### src/rtl/kaipokrandt_mem_ctrl.sv
// Wait-state memory controller between MAR/MDR and a 2**AW x 16 word array.
// Define KAIPOKRANDT_MEMCTL_WAIT_EN to take the wait-state count from wait_cfg.
module kaipokrandt_mem_ctrl #(
    parameter int AW = 8
) (
    input  logic        clk,
    input  logic        reset,
    input  logic        rd_req,
    input  logic        wr_req,
    input  logic [15:0] addr,
    input  logic [15:0] wr_data,
    input  logic [3:0]  wait_cfg,
    output logic [15:0] rd_data,
    output logic        load_mem,
    output logic        busy,
    output logic        done,
    output logic        err
);

    typedef enum logic [1:0] {IDLE, WAIT, DONE} state_t;

    state_t         state, state_nxt;
    logic [3:0]     cnt;
    logic [3:0]     wait_load;
    logic [15:0]    addr_q;
    logic [15:0]    data_q;
    logic           op_rd_q;
    logic [15:0]    mem [2**AW];

    logic           start;
    logic           both_req;
    logic           access;
    logic           bad_addr;
    logic [AW-1:0]  idx;

`ifdef KAIPOKRANDT_MEMCTL_WAIT_EN
    assign wait_load = wait_cfg;
`else
    logic unused_wait_cfg;
    assign unused_wait_cfg = ^wait_cfg;
    assign wait_load       = '0;
`endif

    assign start    = (state == IDLE) && (rd_req ^ wr_req);
    assign both_req = (state == IDLE) && rd_req && wr_req;
    assign access   = (state == WAIT) && (cnt == '0);
    assign bad_addr = (addr_q >> AW) != 16'h0000;
    assign idx      = addr_q[AW-1:0];
    assign busy     = (state != IDLE);

    always_ff @(posedge clk) begin
        if (reset) state <= IDLE;
        else       state <= state_nxt;
    end

    always_comb begin
        state_nxt = state;
        case (state)
            IDLE:    if (start)  state_nxt = WAIT;
            WAIT:    if (access) state_nxt = DONE;
            DONE:    state_nxt = IDLE;
            default: state_nxt = IDLE;
        endcase
    end

    // Strobes are registered at the access edge so they line up with the DONE cycle.
    always_ff @(posedge clk) begin
        if (reset) begin
            cnt      <= '0;
            addr_q   <= '0;
            data_q   <= '0;
            op_rd_q  <= 1'b0;
            rd_data  <= '0;
            done     <= 1'b0;
            load_mem <= 1'b0;
            err      <= 1'b0;
        end else begin
            done     <= 1'b0;
            load_mem <= 1'b0;
            err      <= both_req;
            if (start) begin
                addr_q  <= addr;
                data_q  <= wr_data;
                op_rd_q <= rd_req;
                cnt     <= wait_load;
            end
            if (state == WAIT) begin
                if (cnt != '0) begin
                    cnt <= cnt - 4'd1;
                end else begin
                    done     <= 1'b1;
                    load_mem <= op_rd_q;
                    err      <= bad_addr;
                    if (op_rd_q) rd_data <= bad_addr ? 16'h0000 : mem[idx];
                end
            end
        end
    end

    // No reset on the array: an aborted or out-of-range write never lands.
    always_ff @(posedge clk) begin
        if (!reset && access && !op_rd_q && !bad_addr)
            mem[idx] <= data_q;
    end

endmodule
### config.mk
export PLATFORM = sky130hd
export DESIGN_NAME = kaipokrandt_mem_ctrl
export DESIGN_NICKNAME = d
export VERILOG_FILES = /design/src/rtl/kaipokrandt_mem_ctrl.sv
export SDC_FILE = /design/constraint.sdc
export NUM_CORES = 2
export LEC_CHECK = 0
export CAP_MARGIN = 20
export CORE_ASPECT_RATIO = 1.1
export CORE_MARGIN = 4
export CORE_UTILIZATION = 55
export CTS_CLUSTER_DIAMETER = 150
export DETAILED_ROUTE_END_ITERATION = 12
export PLACE_DENSITY_LB_ADDON = 0.05
export SLEW_MARGIN = 25
export SYNTH_ARGS = -nofsm -noshare
export SYNTH_HDL_FRONTEND = slang
export SYNTH_SLANG_ARGS = --single-unit
### constraint.sdc
create_clock -name clk -period 10.3 [get_ports clk]
set_input_delay 2.06 -clock clk [delete_from_list [all_inputs] [get_ports clk]]
set_output_delay 2.06 -clock clk [all_outputs]
set_load 0.02 [all_outputs]
After elaboration in Yosys (flattened, before gate mapping)
Memories as Yosys holds them, arrays and structs flattened. A register that Yosys moved wholly into a read port is not among the register bits.
Index checks and enable logic that the tools add are counted.
- register bits: 58
- output and inout port bits: 20
- RAM bits: 4096
- memories kept: 1
- logic and storage cells: 50
- memory list (memory ; words ; width ; rd ports ; clocked after memory_dff ; wr ports ; RTL line ; text):
    mem ; 256 ; 16 ; 1 ; 1 ; 1 ; 28 ; logic [15:0] mem [2**AW];
- multiplexer cells: 14
- equal/unequal tests: 3
- bitwise logic cells: 3
- add/subtract/negate cells: 1
- reduce and logical (&&, ||, !) cells: 19
- operators with widths (operator ; number):
    $mux 16 ; 1
    $mux 8 ; 2
    $reduce_bool 16->1 ; 1
    $mux 4 ; 3
    $logic_and 1x1->1 ; 7
    $mux 1 ; 5
    $logic_not 4->1 ; 1
    $mux 2 ; 2
    $ne 2x2->1 const B ; 2
    $pmux 2 s2 ; 1
    $reduce_bool 4->1 ; 1
    $sub 4x1->4 const B ; 1
    $logic_not 1->1 ; 3
    $reduce_and 3->1 ; 1
    $reduce_or 3->1 ; 1
    $eq 2x1->1 const B ; 1
    $logic_not 2->1 ; 1
    $not 1->1 ; 2
    $reduce_and 2->1 ; 1
    $reduce_bool 2->1 ; 1
    $reduce_or 2->1 ; 1
    $xor 1x1->1 ; 1

Longest topological paths before layout
- word-level depth: 7
- depth in mapped cells: 13
- gate-level depth less buffers: 9

Worst setup path after synthesis
OpenSTA, ideal clock, no wires.
- path kind: input-to-reg
- start: input reset
- end: memory mem[180][0], enable pin
- stages: 7
- buffers on the path: 2
- setup slack: 5.807 ns
- library setup time: 0.388 ns
- arrival: 4.105 ns
- path through: clkbuf_1 -> nor3_4 -> nand2_1 -> nor3b_1 -> nand3_1 -> clkbuf_1 -> nor2_1
- longest elaborated chain between the ends: 6
- ends and longest elaborated chain (element ; RTL line ; text):
    start, declared ; 7 ; input logic reset,
    $logic_not 1->1 ; 102 ; if (!reset && access && !op_rd_q && !bad_addr)
    $logic_and 1x1->1 (3 in a row) ; 102 ;
    $mux 1 ; 102 ;
    $mux 1 (not written as such) ; 103 ; mem[idx] <= data_q;
    end, declared ; 28 ;
No other way between the ends.

Worst setup path after layout
- start: input reset
- end: memory mem[186][4], enable pin
Same word-level chain as after synthesis.

==> metrics.md <==
| Metric | Value |
|---|---|
| Synthesized area per cell | between 20 and 25 µm² |
| Clk sink count | 4162 |
| Syn Nets | roughly 7400 |
| Avg Vias per Cell | 6.690 |
| Pwr/cell area | between 200 and 250 mW/mm² |
| Die Wd | ~520 µm |
| TritonCTS Buffers | 410 |
| Filler instances | 20087 |
| Worst-case reg-to-reg path depth | 9 |
| Share of layout cells above drive strength 1 | 25.36% |
| Die Y | ~570 µm |
| Number of global-route vias before repair | approximately 79000 |
| Hold WC Path Type | flop to flop |
| Final setup margin | roughly 5.1 ns |
| Worst-path clk slew | 0.06 ns |
| Fmax | 0.1936 GHz |
| Root buf cell | clkbuf_16 |
| Overall power | around 37 mW |
| Tightest Pin Transition | ~1.2 ns |
| CTS Hold Buffers Added | 0 |
| Starting density of the core | 55.30% |
| First drt pass iteration count | 5 |
| Iter 0 DRT Violations | 11780 |
| CP Launch Type | input pin |
| Area delta synth->final | 12.40% |
| Core area | 0.2896 mm² |
| Worst setup path startpoint | reset |
| Hold Violations, Final | 0 |
| FFs w/ async S/R, synth | 0% |
| Synthesis-stage register bit count | 4162 |
| Count leader, synth | edfxtp_1 |
| CP arrival | around 5.7 ns |
| Dominant cell type by area after synthesis | edfxtp_1 |
| Synth top cells by count | edfxtp_1 (4096), mux4_2 (916), nor2_1 (332), nand2_1 (269), mux2i_1 (241) |
| Later-pin clock latency in the skew report | between 0.9 and 1 ns |
| Setup bufs post-CTS | 0 |
| Ports | 60 |
| Fin. max-slew vios | 0 |
| CP Capture Type | flop |
| Slew HR | between 10% and 20% |
| Routed Wire Length | 448800 µm |
| Final nets | 7818 |
| Ys Warns | 0 |
| Post-synth EDFFs | 4096 |
| Syn Inst Count | roughly 7400 |
| Top FF cell, synth | edfxtp_1 |
| Yosys cell types | between 80 and 90 |
| Routed via count | around 80000 |
| Synth top area share | 76.81% |
| First-pass GRT wire length | approximately 630000 µm |
| CP endpoint | mem[186][4] |
| Number of gates resized after CTS | 0 |
| Die area | ~0.30 mm² |
| Initial antenna violation count | 38 |
| Crit path time final | approximately 5.2 ns |
| RSZ-0062 raised after global routing | false |
| Gr usage total | between 20 and 30% |
| Outcome | finished, final reports clean |
| Setup Crit Path Kind | input pin to flop |
| Synthesized area | 0.1601 mm² |
| R2r endpoint | rd_data[7] |
| Worst clock skew | 0.03875 ns |
| MaxCap Viol Count | 0 |
| Top cells by area, synth | edfxtp_1 (77%), mux4_2 (13%), mux2i_1 (1.5%), dfxtp_1 (0.83%), nor2_1 (0.78%) |
| Final Cycle Share | ~50% |
| Max clock buf depth | 4 |
| Req. time, crit path | between 10 and 15 ns |
| Static leakage | 57.32 nW |
| H-tree depth | 5 |
| Setup TNS | 0 ns |
| # rows | between 200 and 250 |
| Sequential cell area fraction in the yosys report | 77.63% |
| GPL Wtd Cong | approximately 0.85 |
| Grt total ovfl | 0 |
| Worst-path fanout max | 42 |
| Drt wl/cell | 37.41 µm |
| Peak VDD IR | roughly 0.15 mV |
| # DRC | 0 |
| Slack of the worst reg-to-reg path | about 5.3 ns |
| Largest net degree at the start of global routing | around 190 |
| Hpwl dp | ~270000 µm |
| Post-Place Worst Slack | just over 4 ns |
| Final setup viols | 0 |
| PortBufs | between 50 and 60 |
| CTS tree | yes |
| ANT nets after route | 0 |
-- layer usage --
| metal | wire (µm) | share of wire [%] | track usage [%] |
|---|---|---|---|
| met5 | 21 | 0.0047 | 0 |
| met2 | 213200 | 47 | 46.41 |
| met3 | 42130 | 9.4 | 5.438 |
| met1 | 174500 | 39 | 43.41 |
| met4 | 18990 | 4.2 | 10.60 |
-- final cells by class --
| cell class | instances | area, µm² | area share (%) |
|---|---|---|---|
| diodes | 14 | 35.03 | 0.01946 |
| flip-flops and latches | 4162 | 124400 | 69.12 |
| clock buffers | 484 | 10620 | 5.902 |
| clock inverters | 271 | 3050 | 1.695 |
| inverters | 9 | 42.54 | 0.02363 |
| well taps | 3866 | 4837 | 2.687 |
| repair buffers | 413 | 3635 | 2.019 |
| multi-input cells | 2780 | 33370 | 18.54 |
-- placed cells by master, fill, tap and decap left out, types with 15 or more instances in the layout --
master	count
clkdlybuf4s50_1	54
o22ai_1	106
mux2i_1	241
and2_1	15
dfxtp_1	42
clkbuf_16	414
nor2_1	243
nor2b_1	23
a21oi_1	131
clkbuf_1	70
o221ai_1	45
bufinv_16	61
nand2b_1	16
a31oi_1	35
buf_4	325
nand3_1	46
nand4_1	18
a221oi_1	45
nor2_2	46
nand2_1	257
buf_12	28
edfxtp_1	4096
clkinv_2	80
clkinv_1	93
a22o_1	23
mux4_1	28
o21ai_0	54
a211oi_1	34
nor3_1	60
a22oi_1	125
dfxtp_4	21
nor2_4	45
mux4_2	916
-- report_power, final --
| group | switching, mW | internal, mW | total, mW |
|---|---|---|---|
| combinational | 1.78 | 0.837 | 2.62 |
| sequential | 0.154 | 18.8 | 18.9 |
| clock | 6.39 | 8.91 | 15.3 |
| total | 8.33 | 28.5 | 36.9 |
-- worst max-delay path, cell delays in order --
cell     delay, ns
buf_2         0.39
nor3_4        0.57
nand2_1       0.20
nor3b_1       0.28
buf_4         0.30
nand3_2       0.72
nor2_2        1.13
-- worst min path at each step --
stage / from / end / slack [ns] / cells past startpoint
6_report: addr_q[13] / addr_q[13] / 0.45 / 2
4_1_cts: addr_q[13] / addr_q[13] / 0.46 / 2
5_1_grt: addr_q[13] / addr_q[13] / 0.48 / 2
3_3_place_gp: addr_q[8] / addr_q[8] / 0.45 / 2
3_5_place_dp: addr_q[13] / addr_q[13] / 0.45 / 2
2_1_floorplan: addr_q[11] / addr_q[11] / 0.44 / 2
-- flip-flops by register name, indices dropped and copies added (netlist names), named ones only --
| register | count |
|---|---|
| op_rd_q | 1 |
| mem | 4096 |
| done | 1 |
| err | 1 |
| state | 2 |
| data_q | 16 |
| cnt | 4 |
| load_mem | 1 |
| rd_data | 16 |
| addr_q | 16 |
-- logic make-up (layout without fill, tap and decap cells) --
| group | Yosys count | after routing | synth area share (%) |
|---|---|---|---|
| adders and majority gates | 2 | 2 | 0.01562 |
| xor gates and xnor gates | 1 | 1 | 0.005470 |
| AOI/OAI and AO/OA | 690 | 690 | 2.985 |
| other | 0 | 14 | 0 |
| muxes | 1199 | 1199 | 14.95 |
| and+or+nand+nor | 888 | 888 | 2.494 |
| DFF | 4162 | 4162 | 77.63 |
| buffers and inverters | 435 | 1177 | 1.919 |
-- per-stage QoR --
step           hold slack [ns]  utilization, %  cells  area, µm²
6_report                0.4544           62.16  11999     180000
5_1_grt                 0.4799           62.15  11986     180000
4_1_cts                 0.4566           62.09  11983     179800
3_5_place_dp            0.4479           57.37  11228     166100
3_3_place_gp            0.4484           57.32  11228     166000
2_1_floorplan           0.4360               -   7377     160100
(Power assumes the default switching activity.)
